### config.mk
export PLATFORM = sky130hd
export DESIGN_NAME = vdp_host_if_flat
export DESIGN_NICKNAME = d
export VERILOG_FILES = /design/src/rtl/vdp_host_pkg.sv /design/src/rtl/vdp_host_if_if.sv /design/src/rtl/vdp_host_if_strobe_filter.sv /design/src/rtl/vdp_host_if.sv /design/src/flat_wrapper.sv
export SDC_FILE = /design/constraint.sdc
export NUM_CORES = 1
export LEC_CHECK = 0
export ABC_AREA = 1
export BUFFER_PORTS_ARGS = -buffer_cell sky130_fd_sc_hd__buf_2
export CAP_MARGIN = 20
export CORE_MARGIN = 10
export CORE_UTILIZATION = 50
export CTS_CLUSTER_DIAMETER = 40
export DETAILED_ROUTE_END_ITERATION = 8
export HOLD_SLACK_MARGIN = 0.08
export PLACE_DENSITY = 0.71
export SKIP_CTS_REPAIR_TIMING = 1
export SLEW_MARGIN = 20
export SYNTH_ARGS = -nofsm -noshare
export SYNTH_HDL_FRONTEND = slang
export SYNTH_HIERARCHICAL = 1
export SYNTH_SLANG_ARGS = --single-unit
export TNS_END_PERCENT = 5
### constraint.sdc
create_clock -name clk -period 3.7 [get_ports clk]
set_input_delay 0.185 -clock clk [delete_from_list [all_inputs] [get_ports clk]]
set_output_delay 0.185 -clock clk [all_outputs]
set_load 0.05 [all_outputs]
### src/rtl/vdp_host_pkg.sv
// rtl/vdp_host_pkg.sv - shared types and helpers for the VDP host-bus front end
package vdp_host_pkg;

    localparam int VDP_ADR_W = 16;

    typedef enum logic [2:0] {
        IDLE,
        WR_HOLD,
        RD_HOLD,
        RD_CAP,
        WAIT_REL
    } host_state_t;

    // TI numbers bit 0 as the MSB; the VDP core numbers bit 7 as the MSB.
    function automatic logic [7:0] bit_rev8(input logic [7:0] d);
        logic [7:0] r;
        for (int i = 0; i < 8; i++) begin
            r[i] = d[7-i];
        end
        return r;
    endfunction

endpackage

### src/rtl/vdp_host_if_if.sv
// rtl/vdp_host_if_if.sv - host pin and VDP CPU-port signal bundle
interface vdp_host_bus;
    import vdp_host_pkg::*;

    logic                 csr_n;
    logic                 csw_n;
    logic [1:0]           mode;
    logic [7:0]           cd_i;
    logic                 cpu_req;
    logic                 cpu_wrt;
    logic [VDP_ADR_W-1:0] cpu_adr;
    logic [7:0]           cpu_dbo;
    logic [7:0]           vdp_dbi;
    logic [7:0]           cd_o;
    logic                 cd_oe;
    logic                 err_both;
    logic                 err_clr;

    modport master (
        output csr_n, csw_n, mode, cd_i, vdp_dbi, err_clr,
        input  cpu_req, cpu_wrt, cpu_adr, cpu_dbo, cd_o, cd_oe, err_both
    );

    modport slave (
        input  csr_n, csw_n, mode, cd_i, vdp_dbi, err_clr,
        output cpu_req, cpu_wrt, cpu_adr, cpu_dbo, cd_o, cd_oe, err_both
    );

endinterface

### src/rtl/vdp_host_if_strobe_filter.sv
// rtl/vdp_host_if_strobe_filter.sv - one-bit synchroniser plus consecutive-sample deglitcher
module strobe_filter #(
    parameter int   SYNC_STAGES = 2,
    parameter int   FILT_CYCLES = 3,
    parameter logic IDLE_LVL    = 1'b1
) (
    input  logic clk,
    input  logic reset,
    input  logic din,
    output logic dout
);

    localparam int CW = (FILT_CYCLES > 1) ? $clog2(FILT_CYCLES) : 1;

    logic [SYNC_STAGES-1:0] sync;
    logic [SYNC_STAGES-1:0] vld;
    logic                   armed;
    logic [CW-1:0]          cnt;
    logic                   s;

    assign s = sync[SYNC_STAGES-1];

    // A strobe held active through reset must be seen idle once before it may
    // leave the idle level, so a stale access never turns into a request.
    always_ff @(posedge clk or posedge reset) begin
        if (reset) begin
            sync  <= {SYNC_STAGES{IDLE_LVL}};
            vld   <= '0;
            armed <= 1'b0;
            cnt   <= '0;
            dout  <= IDLE_LVL;
        end else begin
            sync <= {sync[SYNC_STAGES-2:0], din};
            vld  <= {vld[SYNC_STAGES-2:0], 1'b1};
            if (vld[SYNC_STAGES-1] && (s == IDLE_LVL)) begin
                armed <= 1'b1;
            end
            if ((s == dout) || ((s != IDLE_LVL) && !armed)) begin
                cnt <= '0;
            end else if (cnt == CW'(FILT_CYCLES - 1)) begin
                dout <= s;
                cnt  <= '0;
            end else begin
                cnt <= cnt + CW'(1);
            end
        end
    end

endmodule

### src/rtl/vdp_host_if.sv
// rtl/vdp_host_if.sv - host-bus front end issuing one VDP request per filtered strobe access
module vdp_host_if
    import vdp_host_pkg::*;
#(
    parameter int SYNC_STAGES    = 2,
    parameter int FILT_CYCLES    = 3,
    parameter int RD_CAPTURE_DLY = 4
) (
    input logic       clk,
    input logic       reset,
    vdp_host_bus.slave bus
);

    localparam int CCW = $clog2(RD_CAPTURE_DLY + 1);

    logic                        f_rd_n;
    logic                        f_wr_n;
    logic [SYNC_STAGES-1:0][1:0] mode_sync;
    logic [SYNC_STAGES-1:0][7:0] cd_sync;
    logic [1:0]                  mode_s;
    logic [7:0]                  cd_s;
    host_state_t                 state;
    logic [CCW-1:0]              cap_cnt;
    logic [7:0]                  rd_data;

    strobe_filter #(
        .SYNC_STAGES(SYNC_STAGES),
        .FILT_CYCLES(FILT_CYCLES),
        .IDLE_LVL   (1'b1)
    ) u_rd_filt (
        .clk  (clk),
        .reset(reset),
        .din  (bus.csr_n),
        .dout (f_rd_n)
    );

    strobe_filter #(
        .SYNC_STAGES(SYNC_STAGES),
        .FILT_CYCLES(FILT_CYCLES),
        .IDLE_LVL   (1'b1)
    ) u_wr_filt (
        .clk  (clk),
        .reset(reset),
        .din  (bus.csw_n),
        .dout (f_wr_n)
    );

    // Mode and data are stable well before the filtered strobe arrives, so no deglitch.
    always_ff @(posedge clk or posedge reset) begin
        if (reset) begin
            mode_sync <= '0;
            cd_sync   <= '0;
        end else begin
            mode_sync <= {mode_sync[SYNC_STAGES-2:0], bus.mode};
            cd_sync   <= {cd_sync[SYNC_STAGES-2:0], bus.cd_i};
        end
    end

    assign mode_s    = mode_sync[SYNC_STAGES-1];
    assign cd_s      = cd_sync[SYNC_STAGES-1];
    assign bus.cd_o  = bit_rev8(rd_data);

    always_ff @(posedge clk or posedge reset) begin
        if (reset) begin
            state        <= IDLE;
            cap_cnt      <= '0;
            rd_data      <= '0;
            bus.cpu_req  <= 1'b0;
            bus.cpu_wrt  <= 1'b0;
            bus.cpu_adr  <= '0;
            bus.cpu_dbo  <= '0;
            bus.cd_oe    <= 1'b0;
            bus.err_both <= 1'b0;
        end else begin
            bus.cpu_req <= 1'b0;
            bus.cd_oe   <= !f_rd_n && f_wr_n && (state != WAIT_REL);
            // Any set of err_both below overrides this clear.
            if (bus.err_clr) begin
                bus.err_both <= 1'b0;
            end
            case (state)
                IDLE: begin
                    if (!f_wr_n && !f_rd_n) begin
                        bus.err_both <= 1'b1;
                        state        <= WAIT_REL;
                    end else if (!f_wr_n) begin
                        bus.cpu_req <= 1'b1;
                        bus.cpu_wrt <= 1'b1;
                        bus.cpu_adr <= {{(VDP_ADR_W-2){1'b0}}, mode_s};
                        bus.cpu_dbo <= bit_rev8(cd_s);
                        state       <= WR_HOLD;
                    end else if (!f_rd_n) begin
                        bus.cpu_req <= 1'b1;
                        bus.cpu_wrt <= 1'b0;
                        bus.cpu_adr <= {{(VDP_ADR_W-2){1'b0}}, mode_s};
                        cap_cnt     <= CCW'(RD_CAPTURE_DLY);
                        state       <= RD_CAP;
                    end
                end
                RD_CAP: begin
                    if (cap_cnt == CCW'(1)) begin
                        rd_data <= bus.vdp_dbi;
                        cap_cnt <= '0;
                        state   <= f_rd_n ? IDLE : RD_HOLD;
                    end else begin
                        cap_cnt <= cap_cnt - CCW'(1);
                    end
                end
                WR_HOLD: begin
                    if (f_wr_n) begin
                        state <= IDLE;
                    end else if (!f_rd_n) begin
                        bus.err_both <= 1'b1;
                        state        <= WAIT_REL;
                    end
                end
                RD_HOLD: begin
                    if (f_rd_n) begin
                        state <= IDLE;
                    end else if (!f_wr_n) begin
                        bus.err_both <= 1'b1;
                        state        <= WAIT_REL;
                    end
                end
                WAIT_REL: begin
                    if (f_rd_n && f_wr_n) begin
                        state <= IDLE;
                    end
                end
                default: state <= IDLE;
            endcase
        end
    end

endmodule

### src/flat_wrapper.sv
// flat-port wrapper written by rule: the top's interface ports become plain ports
module vdp_host_if_flat import vdp_host_pkg::*;
#(
    parameter int SYNC_STAGES    = 2,
    parameter int FILT_CYCLES    = 3,
    parameter int RD_CAPTURE_DLY = 4
)
  (clk, reset, bus_csr_n, bus_csw_n, bus_mode, bus_cd_i, bus_vdp_dbi, bus_err_clr, bus_cpu_req, bus_cpu_wrt, bus_cpu_adr, bus_cpu_dbo, bus_cd_o, bus_cd_oe, bus_err_both);
  vdp_host_bus bus_i ();
  input logic clk;
  input logic reset;
  input wire logic [$bits(bus_i.csr_n)-1:0] bus_csr_n;
  input wire logic [$bits(bus_i.csw_n)-1:0] bus_csw_n;
  input wire logic [$bits(bus_i.mode)-1:0] bus_mode;
  input wire logic [$bits(bus_i.cd_i)-1:0] bus_cd_i;
  input wire logic [$bits(bus_i.vdp_dbi)-1:0] bus_vdp_dbi;
  input wire logic [$bits(bus_i.err_clr)-1:0] bus_err_clr;
  output wire logic [$bits(bus_i.cpu_req)-1:0] bus_cpu_req;
  output wire logic [$bits(bus_i.cpu_wrt)-1:0] bus_cpu_wrt;
  output wire logic [$bits(bus_i.cpu_adr)-1:0] bus_cpu_adr;
  output wire logic [$bits(bus_i.cpu_dbo)-1:0] bus_cpu_dbo;
  output wire logic [$bits(bus_i.cd_o)-1:0] bus_cd_o;
  output wire logic [$bits(bus_i.cd_oe)-1:0] bus_cd_oe;
  output wire logic [$bits(bus_i.err_both)-1:0] bus_err_both;
  assign bus_i.csr_n = bus_csr_n;
  assign bus_i.csw_n = bus_csw_n;
  assign bus_i.mode = bus_mode;
  assign bus_i.cd_i = bus_cd_i;
  assign bus_i.vdp_dbi = bus_vdp_dbi;
  assign bus_i.err_clr = bus_err_clr;
  assign bus_cpu_req = bus_i.cpu_req;
  assign bus_cpu_wrt = bus_i.cpu_wrt;
  assign bus_cpu_adr = bus_i.cpu_adr;
  assign bus_cpu_dbo = bus_i.cpu_dbo;
  assign bus_cd_o = bus_i.cd_o;
  assign bus_cd_oe = bus_i.cd_oe;
  assign bus_err_both = bus_i.err_both;
  vdp_host_if #(.SYNC_STAGES(SYNC_STAGES), .FILT_CYCLES(FILT_CYCLES), .RD_CAPTURE_DLY(RD_CAPTURE_DLY)) u_core (.clk(clk), .reset(reset), .bus(bus_i));
endmodule
==> flow_metrics.py, run 1 <==
metrics = {
    "timing": {
        "fmax_ghz": 0.577,
        "rsz0062_at_grt": "no",
        "period_minus_slack_ns": 1.73,
        "period_share_pct": 46.9,
        "relSlewSlack_pct": 35.5,
        "fin_worst_skew_ns": 0.00484,
        "setup_viol": 0,
        "final_max_slew_viol_count": 0,
        "tightest_slew_ns": 0.968,
        "hold_violations": 0,
        "layout_setup_ws_ns": 1.97,
        "fin_tns_setup_ns": 0,
    },
    "detailed_routing": {
        "wl_per_cell_um": 12.4,
        "dr.pass1.iters": 4,
        "drt-initial-drc-count": 67,
        "ant_nets": 0,
        "viasPerCell": 4.53,
        "drc": 0,
        "routed_wl_mm": 4.59,
        "vias": 1681,
    },
    "clock_network": {
        "cts_root_buf": "clkbuf_8",
        "clock_sinks": 64,
        "cts_made_buffers": 9,
        "clkTransAtPathRegs_ns": 0.06,
        "cts_max_path_buffers": 2,
        "cts_tree": "yes",
        "worstSkewPairLatency_ns": 0.33,
        "h-tree-depth": 3,
    },
    "grt": {
        "overflow": 0,
        "grt_max_degree": 49,
        "grt_pass1_vias": 1645,
        "antenna_found_initial": 0,
        "grtUsageTotal_pct": 11.1,
        "grt_pass1_wl_mm": 7.39,
    },
    "critical_path": {
        "r2r_slack_ns": 1.97,
        "arrival_ns": 1.95,
        "crit_buf_inv": 1,
        "path_max_fanout": 11,
        "path_delay_family": "flip-flops",
        "critical_path_required_ns": 3.92,
        "critical_path.endpoint_type": "register",
        "crit_path_top_delay_cell": "dfstp_2",
        "crit_type": "reg2reg",
        "cp_cell_sequence": "inv_1, ha_1, nand4_1, nand2_1, nor2_2, nand2_1, nand2_1, nand2_1",
        "critPathLaunchType": "register",
        "reg2reg_from": "u_core/u_wr_filt/dout",
        "critPathMaxStageDelay_ns": 0.63,
        "crit_start": "u_core/u_wr_filt/dout",
        "crit_top_cell": "nand2_1",
    },
    "power_and_ir_drop": {
        "leakage_uw": 0.00168,
        "powerDensity_nw_per_um2": 771,
        "finalPower_uw": 2430,
        "ir_drop_mv": 0.410,
    },
    "final_layout": {
        "area_delta_synth_final_pct": 24.1,
        "antennaDiodeCount": 0,
        "drive_gt1_share_pct": 28.3,
        "layout.nets": 329,
        "final_cells": 371,
    },
    "logic_synthesis": {
        "synth_common_cells": "dfrtp_1 (58), nand2_1 (57), nand3_1 (22)",
        "ys_ff_latch": 64,
        "synthArstFlopShare_pct": 100,
        "yosysUniqueCellTypes": 27,
        "yosys_warnings": 6,
        "synth_area_um2": 2530,
        "synth_cells": 229,
        "synth_edf_count": 0,
        "synth_area_leaders": "dfrtp_1 (57%), nand2_1 (8.4%), dfstp_2 (6.2%)",
        "yosysMostFrequentCell": "dfrtp_1",
        "synthFlopType": "dfrtp_1",
        "synth.avg_cell_area_um2": 11.1,
        "synth_top_area_share_pct": 57.3,
        "synth_largest_area_cell": "dfrtp_1",
        "yosysSeqAreaShare_pct": 63.5,
    },
    "outcome": {
        "status": "complete, no violations",
    },
    "placement": {
        "dpl.hpwl_mm": 3.26,
        "place_congestion": 0.836,
        "place_inst": 338,
        "port_buffers": 44,
        "pre_cts_ws_ns": 1.99,
    },
    "die": {
        "start_util_pct": 52.6,
        "fp.dieH_um": 91.2,
        "num_rows": 25,
        "die_w_um": 91.2,
        "ios": 59,
        "core-area_um2": 4820,
        "die_area_um2": 8320,
    },
    "flow_run": {
        "drv_cap": 0,
    },
    "worst_hold_path": {
        "min_path_type": "in2reg",
        "hp-start": "bus_vdp_dbi[6]",
    },
}
-- report_power, final --
part / internal, µW / switching [µW] / total (µW)
Sequential: 858 / 115 / 973
Clock: 325 / 238 / 563
Combinational: 240 / 651 / 891
-- worst paths after layout --
path / end / cells after the start
max in group asynchronous: u_core/rd_data[7] / 3
max reg2reg: u_core/state[1] / 8
min in group asynchronous: u_core/u_wr_filt/armed / 3
max: u_core/state[1] / 8
min reg2reg: u_core/mode_s[1] / 0
min: u_core/rd_data[6] / 2
-- logic make-up (layout without fill, tap and decap cells) --
family / Yosys count / count (layout) / synth area share, %
AO/OA/AOI/OAI: 11 / 11 / 2.76
other: 3 / 16 / 0.444
AND/OR/NAND/NOR: 98 / 98 / 17.7
multiplexers: 8 / 8 / 4.74
buffers and inverters: 39 / 101 / 7.95
flip-flops: 64 / 64 / 63.5
adder cells (fa/ha/maj): 6 / 6 / 2.96
-- state kept, by name, indices dropped and copies added (netlist names) --
signal                  flops
u_core/bus.cd_oe            1
u_core/bus.cpu_adr          2
u_core/bus.cpu_dbo          8
u_core/bus.cpu_req          1
u_core/bus.cpu_wrt          1
u_core/bus.err_both         1
u_core/cap_cnt              3
u_core/cd_s                 8
u_core/cd_sync              8
u_core/mode_s               2
u_core/mode_sync            2
u_core/rd_data              8
u_core/state                3
u_core/u_rd_filt/armed      1
u_core/u_rd_filt/cnt        2
u_core/u_rd_filt/dout       1
u_core/u_rd_filt/sync       2
u_core/u_rd_filt/vld        2
u_core/u_wr_filt/armed      1
u_core/u_wr_filt/cnt        2
u_core/u_wr_filt/dout       1
u_core/u_wr_filt/sync       2
u_core/u_wr_filt/vld        2
-- routing by layer --
metal	routed length [µm]	part of all wire [%]	vias to the layer above	GRT usage, %
li1	-	-	824	-
met5	0	0	-	0
met1	1870	41	789	11.8
met2	2240	49	59	17.4
met4	73	1.6	0	7.05
met3	410	8.9	9	5.35
-- worst register-to-register path, cell delays in order (launching register included) --
cell	delay [ns]
dfstp_2	0.63
inv_1	0.10
ha_1	0.34
nand4_1	0.16
nand2_1	0.07
nor2_2	0.14
nand2_1	0.08
nand2_1	0.06
nand2_1	0.05
-- through the flow --
step           area [µm²]  util [%]  hold WS [ns]
2_1_floorplan        2580         -      -0.00149
3_3_place_gp         2780      57.7         0.161
3_5_place_dp         2780      57.7         0.165
4_1_cts              2970      61.6        -0.193
5_1_grt              3150      65.3        0.0834
6_report             3150      65.3        0.0914
-- cell type report --
class                   instances  area, µm²
clock inverters                 3       42.5
fillers                       376       1670
multi-input cells             139        773
inverters                      24       92.6
well taps                      67       83.8
flip-flops and latches         64       1610
clock buffers                  12        145
repair buffers                 62        400
-- placed cells by master (no fill, tap or decap), types with 2 or more instances in the layout --
cell / synthesis / layout
a21o_2: 2 / 2
buf_2: 0 / 44
clkbuf_1: 1 / 2
clkbuf_8: 0 / 10
conb_1: 3 / 16
dfrtp_1: 58 / 58
dfstp_2: 6 / 6
dlygate4sd3_1: 0 / 18
ha_1: 6 / 6
inv_1: 21 / 20
inv_2: 1 / 2
mux2_4: 8 / 8
nand2_1: 57 / 57
nand2_2: 5 / 5
nand3_1: 22 / 22
nor2_1: 7 / 7
nor2_2: 2 / 2
o21ai_1: 5 / 5
No activity file was read; power rests on OpenSTA's default activity.
==> run 2: changes to the inputs <==
==> constraint.sdc (replaced) <==
create_clock -name clk -period 1.7 [get_ports clk]
set_input_delay 0.085 -clock clk [delete_from_list [all_inputs] [get_ports clk]]
set_output_delay 0.085 -clock clk [all_outputs]
set_load 0.05 [all_outputs]
==> flow_metrics.py, run 2 (same netlist as run 1, synthesis figures left out) <==
metrics = {
    "outcome": {
        "status": "complete, no violations",
    },
    "critical_path": {
        "crit_type": "reg2reg",
        "arrival_ns": 1.71,
        "critical_path.endpoint_type": "register",
        "critical_path_required_ns": 1.92,
        "path_max_fanout": 10,
        "critPathLaunchType": "register",
    },
    "clock_network": {
        "cts_root_buf": "clkbuf_8",
        "clkTransAtPathRegs_ns": 0.06,
        "cts_made_buffers": 9,
        "h-tree-depth": 3,
        "cts_max_path_buffers": 2,
        "cts_tree": "yes",
        "worstSkewPairLatency_ns": 0.33,
        "clock_sinks": 64,
    },
    "detailed_routing": {
        "drc": 0,
        "vias": 1667,
        "viasPerCell": 4.40,
        "ant_nets": 0,
        "dr.pass1.iters": 4,
        "routed_wl_mm": 4.70,
        "wl_per_cell_um": 12.4,
        "drt-initial-drc-count": 93,
    },
    "power_and_ir_drop": {
        "leakage_uw": 0.00171,
        "power_frac_comb_pct": 37.4,
        "powerDensity_nw_per_um2": 1630,
        "p_sw_uw": 2190,
        "swShare_pct": 42.0,
        "ir_drop_mv": 1.02,
        "internal_power_uw": 3010,
        "p_seq_share_pct": 40.8,
        "clkPwrFrac_pct": 21.8,
    },
    "timing": {
        "fmax_ghz": 0.668,
        "period_share_pct": 88.1,
        "tightest_slew_ns": 0.522,
        "relSlewSlack_pct": 65.2,
        "final_max_slew_viol_count": 0,
        "setup_viol": 0,
        "fin_worst_skew_ns": 0.00996,
        "rsz0062_at_grt": "no",
        "hold_violations": 0,
        "period_minus_slack_ns": 1.50,
        "fin_tns_setup_ns": 0,
    },
    "die": {
        "fp.dieH_um": 91.2,
        "num_rows": 25,
        "ios": 59,
        "core-area_um2": 4820,
        "die_w_um": 91.2,
        "start_util_pct": 52.6,
        "die_area_um2": 8320,
    },
    "final_layout": {
        "layout.nets": 336,
        "area_delta_synth_final_pct": 26.2,
        "antennaDiodeCount": 0,
        "fin_util_pct": 66.4,
        "final_common_cell": "dfrtp_1",
        "fillers": 362,
        "drive_gt1_share_pct": 28.8,
        "mostFrequentLayoutCells": "dfrtp_1 (58), nand2_1 (57), buf_2 (44), dlygate4sd3_1 (22), nand3_1 (22)",
    },
    "grt": {
        "grt_max_degree": 26,
        "antenna_found_initial": 0,
        "grt_pass1_vias": 1584,
        "grt_pass1_wl_mm": 7.30,
        "grtUsageTotal_pct": 11.0,
        "overflow": 0,
    },
    "placement": {
        "port_buffers": 44,
        "dpl.hpwl_mm": 3.29,
        "place_congestion": 0.827,
    },
    "flow_run": {
        "drv_cap": 0,
    },
    "worst_hold_path": {
        "min_path_type": "in2async",
    },
}
-- run 2: routing by layer --
| layer | part of all wire (%) | GRT usage (%) | wire length [µm] |
|---|---|---|---|
| met5 | 0 | 0 | 0 |
| met4 | 0.87 | 5.09 | 41 |
| met3 | 8.2 | 6.09 | 386 |
| met2 | 48 | 16.2 | 2280 |
| met1 | 43 | 12.7 | 2000 |
-- run 2: layout make-up --
type	count	area (µm²)	share of cell area, %
repair buffers	69	463	14.5
flip-flops and latches	64	1610	50.3
inverters	24	92.6	2.89
clock inverters	3	18.8	0.587
well taps	67	83.8	2.62
multi-input cells	139	773	24.2
clock buffers	13	159	4.97
-- run 2: metrics by stage --
step / std cells / cell area, µm² / hold WS [ns] / total power, µW / setup slack [ns]
global route: 379 / 3200 / 0.290 / 5560 / 0.0854
CTS: 357 / 2980 / -0.301 / 5230 / 0.198
global placement: 341 / 2800 / 0.0592 / 4040 / 0.222
finish: 379 / 3200 / 0.267 / 5200 / 0.203
detailed placement: 341 / 2800 / 0.0593 / 4070 / 0.213
floorplan: 242 / 2580 / -0.101 / 3640 / 0.316
-- run 2: power groups by stage --
| stage | sequential, µW | clock [µW] | combinational [µW] |
|---|---|---|---|
| floorplan | 2680 | 0 | 963 |
| CTS | 2120 | 1180 | 1930 |
| global route | 2170 | 1240 | 2150 |
| detailed placement | 2140 | 0 | 1920 |
| finish | 2120 | 1130 | 1950 |
| global placement | 2140 | 0 | 1890 |
-- run 2: critical path, cell delays in order (launching register included) --
cell and delay (ns):
dfstp_2 0.62, inv_1 0.10, ha_1 0.21, nand4_1 0.10
nand2_1 0.07, nor2_2 0.13, nand2_1 0.06, nand2_1 0.05
nand2_1 0.05
-- run 2: path summary, 6_finish.rpt --
path	cells past startpoint	slack [ns]	end	start
max	8	0.20	u_core/state[1]	u_core/u_wr_filt/dout
min	3	0.27	u_core/u_wr_filt/vld[0]	reset
max reg2reg	8	0.20	u_core/state[1]	u_core/u_wr_filt/dout
min reg2reg	0	0.34	u_core/cd_s[2]	u_core/cd_sync[2]
max in group asynchronous	4	0.75	u_core/cd_sync[5]	reset
min in group clk	0	0.34	u_core/cd_s[2]	u_core/cd_sync[2]
